--- src/rtl/armleocpu_regfile_mp_if.sv ---
// rtl/armleocpu_regfile_mp_if.sv - pipeline-side bus of the multi-port register file
//
// Purpose: bundles the status, clear, read and write signals of
//          armleocpu_regfile_mp so the core and the file share one port.
// Signals:
//   ready      file initialised, reads and writes are honoured
//   clear_req  one-cycle pulse in READY restarts the clear sequence
//   rs_addr    READ_PORTS packed read addresses, port i at [i*ADDR_W +: ADDR_W]
//   rs_rdata   READ_PORTS packed read data,      port i at [i*XLEN +: XLEN]
//   rd0_*      write port 0 (enable, address, data)
//   rd1_*      write port 1 (enable, address, data), wins over port 0
// Modports: master = pipeline, slave = register file.

interface armleocpu_regfile_mp_if #(
   parameter int XLEN       = 32,
   parameter int ADDR_W     = 5,
   parameter int READ_PORTS = 2
);
   logic                         ready;
   logic                         clear_req;
   logic [READ_PORTS*ADDR_W-1:0] rs_addr;
   logic [READ_PORTS*XLEN-1:0]   rs_rdata;
   logic                         rd0_write;
   logic [ADDR_W-1:0]            rd0_addr;
   logic [XLEN-1:0]              rd0_wdata;
   logic                         rd1_write;
   logic [ADDR_W-1:0]            rd1_addr;
   logic [XLEN-1:0]              rd1_wdata;

   modport master (
      input  ready, rs_rdata,
      output clear_req, rs_addr,
      output rd0_write, rd0_addr, rd0_wdata,
      output rd1_write, rd1_addr, rd1_wdata
   );

   modport slave (
      output ready, rs_rdata,
      input  clear_req, rs_addr,
      input  rd0_write, rd0_addr, rd0_wdata,
      input  rd1_write, rd1_addr, rd1_wdata
   );
endinterface

--- src/rtl/armleocpu_regfile_mp.sv ---
// rtl/armleocpu_regfile_mp.sv - READ_PORTS-read / 2-write integer register file with clear sequencer
//
// Purpose: integer register file for the ArmleoCPU core. Reads are
//          combinational; both write ports update on the rising clock edge.
//          After reset, or on clear_req, a sequencer zeroes one entry per
//          cycle; ready stays low until every entry has been cleared.
// Ports:
//   clk   clock, all state changes on the rising edge
//   rst   asynchronous active-high reset (forces CLEAR, clr_idx = 0)
//   bus   armleocpu_regfile_mp_if.slave (ready, clear_req, rs_*, rd0_*, rd1_*)
// Parameters: XLEN, ADDR_W (DEPTH = 2**ADDR_W), READ_PORTS (1..4), ZERO_REG.
// Configuration: define ARMLEOCPU_REGFILE_BYPASS_EN to forward same-cycle
//                write data to matching reads (port 1 over port 0).

module armleocpu_regfile_mp #(
   parameter int XLEN       = 32,
   parameter int ADDR_W     = 5,
   parameter int READ_PORTS = 2,
   parameter int ZERO_REG   = 1
) (
   input logic                    clk,
   input logic                    rst,
   armleocpu_regfile_mp_if.slave  bus
);

   localparam int                DEPTH = 2 ** ADDR_W;
   localparam logic [ADDR_W-1:0] LAST  = ADDR_W'(DEPTH - 1);
   localparam logic [ADDR_W-1:0] ONE   = ADDR_W'(1);

   if (READ_PORTS < 1 || READ_PORTS > 4) begin : g_bad_read_ports
      $error("armleocpu_regfile_mp: READ_PORTS must be in 1..4");
   end

   typedef enum logic {
      CLEAR = 1'b0,
      READY = 1'b1
   } state_t;

   state_t            state, state_n;
   logic [ADDR_W-1:0] clr_idx, clr_idx_n;
   logic [XLEN-1:0]   mem [DEPTH];

   logic              wr0_en, wr1_en;
   logic [ADDR_W-1:0] rd_a;
   logic [XLEN-1:0]   rd_v;
   logic [READ_PORTS*XLEN-1:0] rdata_all;

   // A write is effective only in READY, not in the cycle a clear is
   // requested, and never to the hard-wired zero entry.
   always_comb begin
      wr0_en = (state == READY) && !bus.clear_req && bus.rd0_write &&
               !((ZERO_REG != 0) && (bus.rd0_addr == '0));
      wr1_en = (state == READY) && !bus.clear_req && bus.rd1_write &&
               !((ZERO_REG != 0) && (bus.rd1_addr == '0));
   end

   always_ff @(posedge clk or posedge rst) begin
      if (rst) begin
         state   <= CLEAR;
         clr_idx <= '0;
      end else begin
         state   <= state_n;
         clr_idx <= clr_idx_n;
      end
   end

   always_comb begin
      state_n   = state;
      clr_idx_n = clr_idx;
      case (state)
         CLEAR: begin
            // Counter wraps back to 0 on the last entry, so READY starts at 0.
            clr_idx_n = clr_idx + ONE;
            if (clr_idx == LAST)
               state_n = READY;
         end
         READY: begin
            if (bus.clear_req) begin
               state_n   = CLEAR;
               clr_idx_n = '0;
            end
         end
         default: begin
            state_n   = CLEAR;
            clr_idx_n = '0;
         end
      endcase
   end

   // Storage has no reset; the sequencer zeroes it. Port 1 is assigned last
   // so it wins a same-address collision.
   always_ff @(posedge clk) begin
      if (state == CLEAR) begin
         mem[clr_idx] <= '0;
      end else begin
         if (wr0_en)
            mem[bus.rd0_addr] <= bus.rd0_wdata;
         if (wr1_en)
            mem[bus.rd1_addr] <= bus.rd1_wdata;
      end
   end

   always_comb begin
      rdata_all = '0;
      rd_a      = '0;
      rd_v      = '0;
      for (int p = 0; p < READ_PORTS; p++) begin
         rd_a = bus.rs_addr[p*ADDR_W +: ADDR_W];
         rd_v = mem[rd_a];
`ifdef ARMLEOCPU_REGFILE_BYPASS_EN
         // wr*_en already excludes CLEAR, clear_req and the zero entry.
         if (wr1_en && (bus.rd1_addr == rd_a))
            rd_v = bus.rd1_wdata;
         else if (wr0_en && (bus.rd0_addr == rd_a))
            rd_v = bus.rd0_wdata;
`endif
         if (state != READY)
            rd_v = '0;
         if ((ZERO_REG != 0) && (rd_a == '0))
            rd_v = '0;
         rdata_all[p*XLEN +: XLEN] = rd_v;
      end
   end

   assign bus.rs_rdata = rdata_all;
   assign bus.ready    = (state == READY);

endmodule
--- src/flat_wrapper.sv ---
// flat-port wrapper written by rule: the top's interface ports become plain ports
module armleocpu_regfile_mp_flat 
#(
   parameter int XLEN       = 32,
   parameter int ADDR_W     = 5,
   parameter int READ_PORTS = 2,
   parameter int ZERO_REG   = 1
)
  (clk, rst, bus_ready, bus_rs_rdata, bus_clear_req, bus_rs_addr, bus_rd0_write, bus_rd0_addr, bus_rd0_wdata, bus_rd1_write, bus_rd1_addr, bus_rd1_wdata);
  armleocpu_regfile_mp_if #(.XLEN(XLEN), .ADDR_W(ADDR_W), .READ_PORTS(READ_PORTS)) bus_i ();
  input logic clk;
  input logic rst;
  output wire logic [$bits(bus_i.ready)-1:0] bus_ready;
  output wire logic [$bits(bus_i.rs_rdata)-1:0] bus_rs_rdata;
  input wire logic [$bits(bus_i.clear_req)-1:0] bus_clear_req;
  input wire logic [$bits(bus_i.rs_addr)-1:0] bus_rs_addr;
  input wire logic [$bits(bus_i.rd0_write)-1:0] bus_rd0_write;
  input wire logic [$bits(bus_i.rd0_addr)-1:0] bus_rd0_addr;
  input wire logic [$bits(bus_i.rd0_wdata)-1:0] bus_rd0_wdata;
  input wire logic [$bits(bus_i.rd1_write)-1:0] bus_rd1_write;
  input wire logic [$bits(bus_i.rd1_addr)-1:0] bus_rd1_addr;
  input wire logic [$bits(bus_i.rd1_wdata)-1:0] bus_rd1_wdata;
  assign bus_ready = bus_i.ready;
  assign bus_rs_rdata = bus_i.rs_rdata;
  assign bus_i.clear_req = bus_clear_req;
  assign bus_i.rs_addr = bus_rs_addr;
  assign bus_i.rd0_write = bus_rd0_write;
  assign bus_i.rd0_addr = bus_rd0_addr;
  assign bus_i.rd0_wdata = bus_rd0_wdata;
  assign bus_i.rd1_write = bus_rd1_write;
  assign bus_i.rd1_addr = bus_rd1_addr;
  assign bus_i.rd1_wdata = bus_rd1_wdata;
  armleocpu_regfile_mp #(.XLEN(XLEN), .ADDR_W(ADDR_W), .READ_PORTS(READ_PORTS), .ZERO_REG(ZERO_REG)) u_core (.clk(clk), .rst(rst), .bus(bus_i));
endmodule
--- config.mk ---
export PLATFORM = sky130hd
export DESIGN_NAME = armleocpu_regfile_mp_flat
export DESIGN_NICKNAME = d
export VERILOG_FILES = /design/src/rtl/armleocpu_regfile_mp_if.sv /design/src/rtl/armleocpu_regfile_mp.sv /design/src/flat_wrapper.sv
export SDC_FILE = /design/constraint.sdc
export NUM_CORES = 2
export LEC_CHECK = 0
export BUFFER_PORTS_ARGS = -buffer_cell sky130_fd_sc_hd__buf_2
export CELL_PAD_IN_SITES_DETAIL_PLACEMENT = 0
export CELL_PAD_IN_SITES_GLOBAL_PLACEMENT = 1
export CORE_UTILIZATION = 30
export DETAILED_ROUTE_END_ITERATION = 16
export MAX_ROUTING_LAYER = met4
export PLACE_DENSITY_LB_ADDON = 0.1
export SETUP_SLACK_MARGIN = 0.05
export SYNTH_ARGS = -nofsm -noshare
export SYNTH_HDL_FRONTEND = slang
export SYNTH_SLANG_ARGS = --single-unit
--- constraint.sdc ---
create_clock -name clk -period 6.8 [get_ports clk]
set_input_delay 0.34 -clock clk [delete_from_list [all_inputs] [get_ports clk]]
set_output_delay 0.34 -clock clk [all_outputs]
set_load 0.02 [all_outputs]
==> out/metrics.cfg <==
[status]
status=complete, no violations

[finish]
layout.nets=5181
fillCellCount=18900
post-route-util=0.341
area.growth.synth_to_final_pct=12.4
layout-drive-gt1-share=0.160

[global_route]
gr-usage-all-layers=0.277
overflow=0
grt_pass1_vias=42500
antenna_found_initial=18
grt_max_degree=112
grt_first_pass_wirelength_mm=360

[floorplan]
coreArea_um2=191000
rows=160
die_w_um=441
die_area_um2=194000
die_h_um=441
ios=154
start_util=0.303

[timing]
timing.fmax_mhz=226
fin_tns_setup_ns=0
hold_viol_final=0
worst_slack_ns=2.38
rsz0062_at_grt=no
relSlewSlack=0.0605
worst_slew_pin_slew_ns=1.41
slew_viol_final=0
finalCritPeriodShare=0.650
finalSetupViolations=0
fin_worst_skew_ns=0.0300
finalCriticalPeriod_ns=4.42
holdWs_ns=0.152

[clock_tree]
cts_root_buffer=clkbuf_16
clock_path_buffers=3
clk_latency_ns=0.81
cts_buffers=133
cts_sinks=1000
clk_pin_slew_worst_paths_ns=0.05
cts_tree=yes
cts_max_level=4
cts-resized-gates=0

[yosys]
synth_fa_ha_area_frac=0.000433
synth_compound_area_frac=0.149
synth_xor_area_frac=0
syn_area_per_cell_um2=10.9
yosys.area_share.simple=0.0933
async_reset_ff_frac=0.00600
ys_types=61
synthesis.area_um2=57800
syn_nets=5373
postSynthCellCount=5282
ys_ff_latch=1000
synth_top_family_by_area=multiplexers
synth_edf_count=994
synth_seq_area_share=0.519
synth_warnings=0
synthMuxAreaShare=0.187
synthFlopType=edfxtp_1

[min_path]
hp-class=in -> reg

[worst_setup_path]
cp-end-kind=register
cp-start-kind=register
r2r_slack_ns=2.38
crit_fanout=29
worstSetupPathType=reg -> reg
critPathRequiredTime_ns=7.22
cp_data_arrival_time_ns=4.83

[power]
ir_drop_uv=258
leakage_nw=22.8
power.total_w=0.0175
p_per_area_nw_per_um2=269

[routing]
wl_per_cell_um=34.4
drtIter0Drc=4865
route.met2.wl_mm=121
vias_per_cell=5.76
drcViolationCount=0
finalWirelength_mm=265
maxUsedRoutingLayer=met4
drt_first_pass_iters=6
dr_total_vias=44400
wl_met3_mm=15.4
wl_met1_mm=120
postRouteAntennaNets=0

[placement]
place.gp.congestion=0.819
dp_hpwl_mm=152
dp_slack_ns=2.55
port_buffers=153

[flow_run]
drv_cap=0

## power breakdown
| group | switching (W) | internal, W | leakage [nW] | total [W] |
|---|---|---|---|---|
| Combinational | 0.00200 | 0.000784 | 11.2 | 0.00278 |
| Clock | 0.00293 | 0.00405 | 2.04 | 0.00698 |
| Sequential | 0.000282 | 0.00747 | 9.53 | 0.00775 |
## Yosys cell counts, drive strengths merged (2+ instances only)
cell type,n,area share
nor2,36,0.0058
or3,3,0.00032
a22o,2,0.00030
or2,7,0.00076
dfrtp,6,0.0026
mux2,65,0.013
o32ai,2,0.00030
a21o,2,0.00026
clkbuf,305,0.020
nor4,4,0.00054
o21ai,1005,0.087
edfxtp,994,0.52
and2,7,0.00076
nand3b,3,0.00039
nand4,63,0.0068
nor3,17,0.0024
nand2b,6,0.00065
nand4b,2,0.00056
nor2b,7,0.00076
o22ai,209,0.023
a22oi,189,0.025
o32a,3,0.00052
inv,43,0.0028
buf,321,0.029
nand3,7,0.00061
a32oi,3,0.00045
o31ai,3,0.00039
nand2,1109,0.072
ha,2,0.00043
o221ai,2,0.00030
o22a,2,0.00030
a221oi,63,0.0095
mux4,195,0.076
a31oi,2,0.00022
a21oi,8,0.00076
o21bai,7,0.00091
mux2i,569,0.099
## area by class of cell
cell class              instances  area [µm²]  share of cell area
diodes                          4        10.0            0.000154
clock buffers                 174        3620              0.0557
clock inverters                64         569             0.00876
inverters                      43         161             0.00248
multi-input cells            3613       25400               0.391
flip-flops and latches       1000       30000               0.461
well taps                    2511        3140              0.0483
repair buffers                299        2060              0.0317
## through the flow
stage | instances | area, µm²
floorplan | 5282 | 57800
global placement | 7462 | 60800
detailed placement | 7463 | 60800
CTS | 7704 | 65000
global route | 7708 | 65000
finish | 7708 | 65000
## per-layer routing
metal / GRT usage / vias up
li1: - / 19500
met1: 0.382 / 22800
met2: 0.422 / 1691
met3: 0.0339 / 381
met4: 0.0848 / 0
met5: - / -
## what timing repair did
action                    CTS  global route
buffers inserted            0             0
hold buffers                3             0
hold endpoints to repair   10             0
## kinds of logic (layout without fill, tap and decap cells)
group                      after synthesis  after routing
AOI/OAI and AO/OA                     1505           1505
adders and majority gates                2              2
buffers and inverters                  669            580
DFF                                   1000           1000
muxes                                  829            829
other                                    0              4
and+or+nand+nor                       1277           1277
## registers in the layout, summed over array words and instances, names as in the netlist
signal	count
u_core.mem	994
u_core.clr_idx	5
u_core.bus.ready	1
## path summary, 6_finish.rpt
kind	startpoint	end	cells after the start
setup / recovery	u_core.bus.ready$_DFF_PP0_	u_core.mem[25][16]$_DFFE_PP_	6
min in group asynchronous	rst	u_core.clr_idx[4]$_DFFE_PP0P_	4
max in group asynchronous	rst	u_core.clr_idx[3]$_DFFE_PP0P_	4
hold / removal	bus_rd0_wdata[29]	u_core.mem[0][29]$_DFFE_PP_	4
hold reg to reg	u_core.clr_idx[3]$_DFFE_PP0P_	u_core.clr_idx[3]$_DFFE_PP0P_	1
setup reg to reg	u_core.bus.ready$_DFF_PP0_	u_core.mem[25][16]$_DFFE_PP_	6
## cells in the final DEF, fill, tap and decap left out, types with 5 or more instances in the layout
| master | count |
|---|---|
| nor3_2 | 6 |
| or2_1 | 5 |
| mux2_2 | 65 |
| and2_2 | 5 |
| dfrtp_1 | 6 |
| inv_1 | 43 |
| o22ai_4 | 18 |
| nand2_1 | 1098 |
| nand2b_1 | 5 |
| a22oi_1 | 189 |
| o21ai_1 | 62 |
| buf_2 | 149 |
| o21bai_4 | 7 |
| nor2_8 | 8 |
| edfxtp_1 | 994 |
| buf_12 | 12 |
| mux2i_1 | 569 |
| nor2_4 | 13 |
| clkinv_2 | 17 |
| clkbuf_1 | 34 |
| nand3_1 | 6 |
| clkbuf_16 | 139 |
| nand2_2 | 9 |
| a21oi_1 | 7 |
| o22ai_1 | 191 |
| nor3_4 | 6 |
| clkinv_1 | 27 |
| bufinv_16 | 8 |
| a221oi_1 | 63 |
| nor2_1 | 15 |
| mux4_2 | 195 |
| buf_4 | 131 |
| o21ai_0 | 941 |
| nand4_1 | 63 |
| nor3_1 | 5 |
## critical path, stage by stage, from the launching register on
cell and delay (ns):
dfrtp_1 0.32, buf_4 0.34, nand3b_1 0.30, a21oi_4 0.77
a21oi_1 0.52, o22ai_4 1.17, buf_4 0.58
Note: power is estimated with default switching activity, not from simulation.
